`config.mk`:
```
export PLATFORM = sky130hd
export DESIGN_NAME = next_pc_unit
export DESIGN_NICKNAME = d
export VERILOG_FILES = /design/src/rtl/next_pc_unit.sv
export SDC_FILE = /design/constraint.sdc
export NUM_CORES = 1
export LEC_CHECK = 0
export BUFFER_PORTS_ARGS = -buffer_cell sky130_fd_sc_hd__buf_2
export CAP_MARGIN = 5
export CORE_AREA = 5 5 175 177
export DETAILED_ROUTE_END_ITERATION = 7
export DIE_AREA = 0 0 180 182
export GPL_TIMING_DRIVEN = 0
export PLACE_DENSITY = 0.62
export REMOVE_ABC_BUFFERS = 1
export SLEW_MARGIN = 15
export SYNTH_ARGS = -nofsm -noshare
export SYNTH_HDL_FRONTEND = slang
export SYNTH_SLANG_ARGS = --single-unit
```
`constraint.sdc`:
```
create_clock -name clk -period 6 [get_ports clk]
set_input_delay 1.2 -clock clk [delete_from_list [all_inputs] [get_ports clk]]
set_output_delay 1.2 -clock clk [all_outputs]
set_load 0.05 [all_outputs]
```
`src/rtl/next_pc_unit.sv`:
```
// rtl/next_pc_unit.sv - fetch PC register, branch/jump resolution and return-address stack
module next_pc_unit #(
  parameter int          WIDTH      = 32,
  parameter logic [31:0] RESET_PC   = 32'h0000_3000,
  parameter logic [31:0] EXC_VEC    = 32'h0000_4180,
  parameter int          DELAY_SLOT = 1,
  parameter int          RAS_DEPTH  = 4
) (
  input  logic                             clk,
  input  logic                             reset_n,
  input  logic                             stall,
  input  logic [2:0]                       branch_op,
  input  logic [1:0]                       cmp,
  input  logic [2:0]                       jump_op,
  input  logic [WIDTH-1:0]                 br_pc,
  input  logic [15:0]                      imm16,
  input  logic [25:0]                      index26,
  input  logic [WIDTH-1:0]                 jr_target,
  input  logic                             exc_req,
  input  logic                             eret_req,
  input  logic [WIDTH-1:0]                 epc,
  output logic [WIDTH-1:0]                 pc,
  output logic [WIDTH-1:0]                 next_pc,
  output logic                             flush_slot,
  output logic [WIDTH-1:0]                 ras_top,
  output logic [$clog2(RAS_DEPTH+1)-1:0]   ras_count,
  output logic                             ras_miss
);

  localparam int CW = $clog2(RAS_DEPTH + 1);
  localparam int PW = $clog2(RAS_DEPTH);
  localparam logic [WIDTH-1:0] PC_RST  = WIDTH'(RESET_PC);
  localparam logic [WIDTH-1:0] PC_EXC  = WIDTH'(EXC_VEC);

  logic [WIDTH-1:0] pc_plus4;
  logic [WIDTH-1:0] br_seq;
  logic [WIDTH-1:0] br_target;
  logic [WIDTH-1:0] j_target;
  logic [WIDTH-1:0] link_addr;
  logic             taken;
  logic             jump_j;
  logic             jump_r;
  logic             redirect;
  logic             ras_upd;

  logic [WIDTH-1:0] ras_mem [RAS_DEPTH];
  logic [PW-1:0]    top_ptr;
  logic [PW-1:0]    ptr_inc;
  logic [PW-1:0]    ptr_dec;
  logic             ras_empty;
  logic             ras_full;

  assign pc_plus4  = pc + WIDTH'(4);
  assign br_seq    = br_pc + WIDTH'(4);
  assign br_target = br_seq + {{(WIDTH-18){imm16[15]}}, imm16, 2'b00};
  assign j_target  = {br_seq[WIDTH-1:28], index26, 2'b00};
  assign link_addr = br_pc + WIDTH'(8);

  assign jump_j = (jump_op == 3'b100) || (jump_op == 3'b101);
  assign jump_r = (jump_op == 3'b110) || (jump_op == 3'b111);

  // cmp=11 is an invalid compare and must never take a branch
  always_comb begin
    taken = 1'b0;
    if (cmp != 2'b11) begin
      case (branch_op)
        3'b001:  taken = (cmp == 2'b01);
        3'b010:  taken = (cmp != 2'b01);
        3'b011:  taken = (cmp != 2'b00);
        3'b100:  taken = (cmp == 2'b10);
        3'b101:  taken = (cmp != 2'b10);
        3'b110:  taken = (cmp == 2'b00);
        default: taken = 1'b0;
      endcase
    end
  end

  always_comb begin
    next_pc  = pc_plus4;
    redirect = 1'b0;
    if (exc_req) begin
      next_pc = PC_EXC;
    end else if (eret_req) begin
      next_pc = epc;
    end else if (stall) begin
      next_pc = pc;
    end else if (taken) begin
      next_pc  = br_target;
      redirect = 1'b1;
    end else if (jump_j) begin
      next_pc  = j_target;
      redirect = 1'b1;
    end else if (jump_r) begin
      next_pc  = jr_target;
      redirect = 1'b1;
    end
  end

  assign flush_slot = (DELAY_SLOT == 0) ? redirect : 1'b0;

  assign ras_upd   = !exc_req && !eret_req && !stall && (jump_j || jump_r);
  assign ras_empty = (ras_count == '0);
  assign ras_full  = (ras_count == CW'(RAS_DEPTH));
  assign ptr_inc   = (top_ptr == PW'(RAS_DEPTH - 1)) ? '0 : top_ptr + PW'(1);
  assign ptr_dec   = (top_ptr == '0) ? PW'(RAS_DEPTH - 1) : top_ptr - PW'(1);
  assign ras_top   = ras_empty ? '0 : ras_mem[top_ptr];

  // entries carry no reset; validity is tracked by ras_count alone
  always_ff @(posedge clk) begin
    if (ras_upd && (jump_op == 3'b101)) begin
      ras_mem[ptr_inc] <= link_addr;
    end else if (ras_upd && (jump_op == 3'b111)) begin
      ras_mem[top_ptr] <= link_addr;
    end
  end

  always_ff @(posedge clk or negedge reset_n) begin
    if (!reset_n) begin
      pc        <= PC_RST;
      top_ptr   <= '0;
      ras_count <= '0;
      ras_miss  <= 1'b0;
    end else begin
      pc       <= next_pc;
      ras_miss <= 1'b0;
      if (exc_req) begin
        top_ptr   <= '0;
        ras_count <= '0;
      end else if (ras_upd) begin
        case (jump_op)
          3'b101: begin
            // a full stack wraps onto its oldest entry
            top_ptr <= ptr_inc;
            if (!ras_full) ras_count <= ras_count + CW'(1);
          end
          3'b110: begin
            if (ras_empty) begin
              ras_miss <= 1'b1;
            end else begin
              ras_miss  <= (jr_target != ras_mem[top_ptr]);
              top_ptr   <= ptr_dec;
              ras_count <= ras_count - CW'(1);
            end
          end
          3'b111: begin
            if (ras_empty) begin
              ras_miss  <= 1'b1;
              ras_count <= CW'(1);
            end else begin
              ras_miss <= (jr_target != ras_mem[top_ptr]);
            end
          end
          default: ;
        endcase
      end
    end
  end

endmodule

```
==> qor.txt, run 1 <==
status - complete, no violations
1st-iter DRT viols - 1090
register area - 4800 um2
startpoint types - input pin
Final #Nets - 1544
hold_buf cts - 0
Fmax - 169 MHz
GRT Util Overall - 0.237
most common cell in the netlist - edfxtp_1
worst skew pair latency - 0.45 ns
first-pass GRT wire length - 59800 um
Die Y - 182 um
WHS - 0.652 ns
Worst Hold Depth - 2
GRT Residual Overflow - 0
WL/cell - 23.2 um
Initial Util - 0.391
initial antenna violation count - 6
Max-slew headroom - 0.177
largest net degree at the start of global routing - 66
Hold Vio Cnt, Final - 0
cell taking the most area after synthesis - edfxtp_1
DR pass1 iterations - 6
Post-route DRC - 0
row cnt - 63
Post-synth EDFFs - 128
Design Power - 0.00354 W
leakage - 5.79 nW
Syn Std Cell Area - 11400 um2
vias per inst - 5.75
Final HPWL DP - 31000 um
most common library cells after synthesis - 128 x edfxtp_1, 85 x nor2_1, 83 x xnor2_1
adder and majority cell fraction of the synthesized area - 0.0453
# IOs - 252
Syn-to-layout area delta - 28.9%
Crit Path Category - input pin to output port
R2R Setup Slk - 2.45 ns
post-synth top area share - 0.338
Port Buffers - 250
power density over cell area - 242 nW/um2
Final ANT Viol Nets - 0
Max Cap Viol - 0
layout cells sized above 1 - 0.351
mux contribution to synthesized area - 0.0950
area of the multi-input gates - 6840 um2
via count - 10100
Mapped Cells - 1096
maximum VDD drop - 0.174 mV
final-report max-slew violation count - 0
GP Congestion - 0.920
filler cell count - 2618
Total Wirelength - 40800 um
post-synthesis simple-gate area fraction - 0.154
Synth Area per Inst - 10.4 um2
actual slew at the worst max-slew pin - 1.23 ns
total CTS buffers - 17
Clock Tree Root - clkbuf_16
critical path peak fanout - 16
CTS clk-pin slew, worst paths - 0.07 ns
RSZ-0062 raised after global routing - yes
Distinct cells, synth - 80
CTS tree - done
Final period util - 0.988
Final min period - 5.93 ns
ys async rst share - 0.229
synth warn - 0
CTS Sinks - 166
largest family of logic cells by synthesized area - simple AND/OR/NAND/NOR gates
vias in the first global route - 9649
Reg2Reg Depth - 7
htree depth - 4
kind of path behind the tightest hold check - flop to flop
dominant synthesized flop cell - edfxtp_1
post-synthesis sequential area ratio - 0.422
Synth Area in Compound Gates - 0.147
synth top area cells - edfxtp_1 34%, dfrtp_1 7.9%, xnor2_1 6.4%
register bit total from synthesis - 166
setup TNS - 0 ns
Core Area - 29100 um2
WP data required - 4.80 ns
CTS Buffer Depth - 2
Crit. End Element - output port
die width - 180 um
setup violators final - 0
die area - 32800 um2
XOR/XNOR share of the synthesized area - 0.104
Clock Skew - 0.0264 ns
Critical Path AT - 4.73 ns
==> critical path, cell delays in order <==
cell and delay (ns):
buf_8 0.17, ha_4 0.17, nand3_2 0.15, nor2_4 0.19, buf_4 0.14, nand2_1 0.09, nor2_1 0.15, xor2_1 0.11
ha_1 0.26, a211o_1 0.33, o2111ai_2 0.12, o311ai_4 0.16, o41ai_4 0.51, nor2_2 0.10, a31oi_2 0.24, xnor2_2 0.11
a211o_1 0.35, buf_6 0.17
==> kinds of logic after synthesis <==
group / count (synthesis)
flip-flops: 166
buffers and inverters: 93
AO/OA/AOI/OAI: 241
AND/OR/NAND/NOR: 352
multiplexers: 68
other: 1
adder cells (fa/ha/maj): 40
XOR/XNOR: 135
==> where the power goes <==
group          internal [W]  leakage (nW)  switching (W)  total, W
registers           0.00127          1.63      0.0000537   0.00132
logic              0.000421          3.87       0.000700   0.00112
clock network      0.000557         0.284       0.000541   0.00110
==> area by class of cell <==
| cell class | instances | share of cell area |
|---|---|---|
| repair buffers | 302 | 0.125 |
| clock buffers | 17 | 0.0290 |
| diodes | 1 | 0.000171 |
| well taps | 390 | 0.0333 |
| inverters | 29 | 0.00742 |
| multi-input cells | 837 | 0.466 |
| clock inverters | 15 | 0.0109 |
| flip-flops and latches | 166 | 0.327 |
==> per-layer routing <==
layer,GRT usage,up-vias,wire [um]
met5,0,-,69
met4,0.0850,10,1520
met3,0.0423,75,2920
met2,0.382,460,19300
met1,0.323,4950,17000
li1,-,4607,-
==> through the flow <==
| step | instances | setup WS (ns) | cell area (um2) | utilization |
|---|---|---|---|---|
| after floorplan | 1032 | -1.78 | 11100 | - |
| after global placement | 1672 | -2.79 | 12800 | 0.442 |
| after detailed placement | 1688 | -1.08 | 13100 | 0.450 |
| after CTS | 1733 | 0.00213 | 14000 | 0.482 |
| after global routing | 1757 | -0.0832 | 14700 | 0.504 |
| final | 1757 | 0.0722 | 14700 | 0.504 |
==> placed cells by master, fill, tap and decap left out, drive strengths merged, types with 7 or more instances in the layout <==
cell      n
clkinv    8
clkbuf   19
buf     300
o21ai    39
inv      35
nand4    25
a211oi   12
mux2i    36
ha       38
nor3     28
o211ai   32
nand2b    7
o21a     11
a21o     15
nor2b    41
xor2     52
mux4     32
edfxtp  128
xnor2    83
nor4      9
and3     13
nand3    36
a21oi    71
dfrtp    36
nor2     86
nand2    82
==> sequential cells by signal, indices dropped and copies added, names as in the netlist <==
signal	cells
ras_count	3
top_ptr	2
ras_mem	128
ras_miss	1
pc	32
==> worst paths after layout <==
kind | end | startpoint
setup / recovery | next_pc[31] | br_pc[2]
hold / removal | ras_count[1]$_DFFE_PN0P_ | ras_count[1]$_DFFE_PN0P_
setup reg to reg | ras_miss$_DFF_PN0_ | top_ptr[0]$_DFFE_PN0P_
hold reg to reg | ras_count[1]$_DFFE_PN0P_ | ras_count[1]$_DFFE_PN0P_
max in group asynchronous | top_ptr[0]$_DFFE_PN0P_ | reset_n
min in group asynchronous | ras_miss$_DFF_PN0_ | reset_n
==> timing repair <==
action	in CTS	in global routing
endpoints found under the hold margin	0	0
setup buffers	13	23
resized for setup	57	93
setup endpoints to repair	19	16
pin swaps	19	51
No activity file was read; power rests on OpenSTA's default activity.
==> run 2, diff against run 1 <==
Settings changed: CELL_PAD_IN_SITES_DETAIL_PLACEMENT set to 2, CELL_PAD_IN_SITES_GLOBAL_PLACEMENT set to 2, CORE_AREA 5 5 175 177 to 5 5 198 200, DIE_AREA 0 0 180 182 to 0 0 203 205, PLACE_DENSITY 0.62 to 0.74.
==> run 2 against run 1 <==
Effect of this change:
- count of clock-buffer cells in the layout did not move
- non-clock buffer count rose by 3
- clock skew fell by 0.012 ns
- routed wire length rose by 20%
- global-route usage fell by 0.83 points
- critical path depth fell by 1
- design area rose by 1.5%
- sequential power barely moved
- combinational power barely moved
- utilization fell by 10 points
==> qor.txt, run 2 (synthesis results as in run 1) <==
actual slew at the worst max-slew pin - 1.07 ns (-0.160 ns)
critical path peak fanout - 5 (-11)
GRT Residual Overflow - 0 (unchanged)
CTS tree - done
# IOs - 252 (unchanged)
1st-iter DRT viols - 633 (-42%)
Core Area - 37200 um2 (+28%)
RSZ-0062 raised after global routing - yes
leading cell type in the layout, fill and taps excluded - buf_2
startpoint types - input pin
Finished Cell Area - 14900 um2 (+1.5%)
vias in the first global route - 11200 (+16%)
Port Buffers - 250 (unchanged)
number of flip-flops in the largest register - 128 (unchanged)
DR pass1 iterations - 4 (-2)
Hold Vio Cnt, Final - 0 (unchanged)
leakage - 5.82 nW (+0.60%)
hold_buf cts - 0 (unchanged)
largest net degree at the start of global routing - 66 (unchanged)
filler cell count - 3935 (+50%)
Post-route DRC - 0 (unchanged)
Crit. End Element - output port
Final HPWL DP - 36900 um (+19%)
status - complete, no violations
Final period util - 0.989 (+0.00141)
Largest Register - ras_mem
Clock Skew - 0.0144 ns (-0.0121 ns)
die width - 203 um (+13%)
Final ANT Viol Nets - 0 (unchanged)
CTS Buffer Depth - 2 (unchanged)
Die Y - 205 um (+13%)
Max Cap Viol - 0 (unchanged)
maximum VDD drop - 0.222 mV (+28%)
setup violators final - 0 (unchanged)
final-report max-slew violation count - 0 (unchanged)
WL/cell - 26.5 um (+14%)
layout cells sized above 1 - 0.352 (+0.00142)
initial antenna violation count - 9 (+3)
register area - 4800 um2 (unchanged)
first-pass GRT wire length - 71300 um (+19%)
commonest cells after routing, fill and taps aside - 228 x buf_2, 128 x edfxtp_1, 80 x nand2_1, 78 x nor2_1, 69 x xnor2_1
GRT Util Overall - 0.229 (-0.00825)
Fmax - 168 MHz (-0.14%)
Syn-to-layout area delta - 30.8%
Final #Nets - 1547 (+0.19%)
Initial Util - 0.306 (-0.0855)
total CTS buffers - 17 (unchanged)
worst skew pair latency - 0.47 ns (+0.02 ns)
Critical Path AT - 4.74 ns (about the same)
row cnt - 71 (+13%)
Crit Path Category - input pin to output port
CTS clk-pin slew, worst paths - 0.08 ns (about the same)
Clock Tree Root - clkbuf_16
placed cell areas - 13200 um2 (+0.64%)
GP Congestion - 0.852 (-7.4%)
power density over cell area - 244 nW/um2 (+1.2%)
Final min period - 5.94 ns (+0.00849 ns)
kind of path behind the tightest hold check - flop to flop
Max-slew headroom - 0.280 (+0.102)
area of the multi-input gates - 6900 um2 (+0.80%)
Largest regs - ras_mem (128), pc (32), ras_count (3)
WP data required - 4.80 ns (about the same)
Total Wirelength - 48900 um (+20%)
htree depth - 4 (unchanged)
via count - 10200 (+1.4%)
vias per inst - 5.54 (-3.6%)
CTS Sinks - 166 (unchanged)
die area - 41600 um2 (+27%)
Util after Layout - 0.400 (-0.104)
run 2: changes by cell type in the layout (fill, tap and decap cells not counted), sizes merged:
cell,before,now
buf,300,303
bufinv,0,1
diode,1,5
inv,35,34
run 2: where the power goes:
group / internal [W] / total (W) / switching (W) / leakage, nW
Clock: 0.000598 / 0.00116 / 0.000564 / 0.294
Sequential: 0.00127 / 0.00133 / 0.0000634 / 1.63
Combinational: 0.000424 / 0.00114 / 0.000719 / 3.89
run 2: final cells by class:
type                    instances  share of cell area
multi-input cells             837               0.463
flip-flops and latches        166               0.322
repair buffers                305               0.125
well taps                     474              0.0398
clock buffers                  17              0.0286
clock inverters                15              0.0125
inverters                      29             0.00731
diodes                          5            0.000840
run 2: worst max-delay path, cell delays in order:
cell and delay, ns:
buf_2 0.18, and3_4 0.22, and3_4 0.25, and3_4 0.21
nor2b_4 0.24, nand2_4 0.09, xnor2_4 0.16, ha_2 0.37
nand4_1 0.14, or2_2 0.32, o211ai_1 0.31, nand2_1 0.15
buf_4 0.16, mux2i_1 0.20, a21oi_2 0.11, o21ai_2 0.21
buf_6 0.19
run 2: worst paths after layout:
kind | startpoint | to | slack [ns] | depth (start not counted)
setup / recovery | br_pc[5] | next_pc[30] | 0.06 | 17
hold / removal | ras_count[1]$_DFFE_PN0P_ | ras_count[1]$_DFFE_PN0P_ | 0.67 | 2
setup reg to reg | top_ptr[0]$_DFFE_PN0P_ | ras_miss$_DFF_PN0_ | 2.20 | 6
hold reg to reg | ras_count[1]$_DFFE_PN0P_ | ras_count[1]$_DFFE_PN0P_ | 0.67 | 2
max in group asynchronous | reset_n | top_ptr[0]$_DFFE_PN0P_ | 4.41 | 1
min in group asynchronous | reset_n | ras_miss$_DFF_PN0_ | 0.89 | 1
run 2: routing by layer:
metal  wire length (um)  vias up  track usage
met2              24500      303        0.397
li1                   -     4611            -
met5                 93        -            0
met3               2930       51       0.0590
met1              20500     5264        0.287
met4                862       12       0.0567
run 2: timing repair:
item                                    in CTS  in global routing
endpoints found under the setup margin      20                 15
buffers inserted                            21                 19
gates resized for setup                     90                 67
pin swaps                                   27                 59
run 2: metrics by stage:
stage	instances	power (W)	hold slack, ns	setup slack, ns	setup TNS [ns]
after floorplan	1032	0.00199	0.865	-1.78	-5.75
after global placement	1756	0.00237	0.623	-2.53	-226.24
after detailed placement	1771	0.00240	0.660	-1.23	-13.12
after CTS	1824	0.00362	0.673	0.00297	0
after global routing	1844	0.00380	0.707	-0.129	-0.404
final	1848	0.00364	0.668	0.0637	0
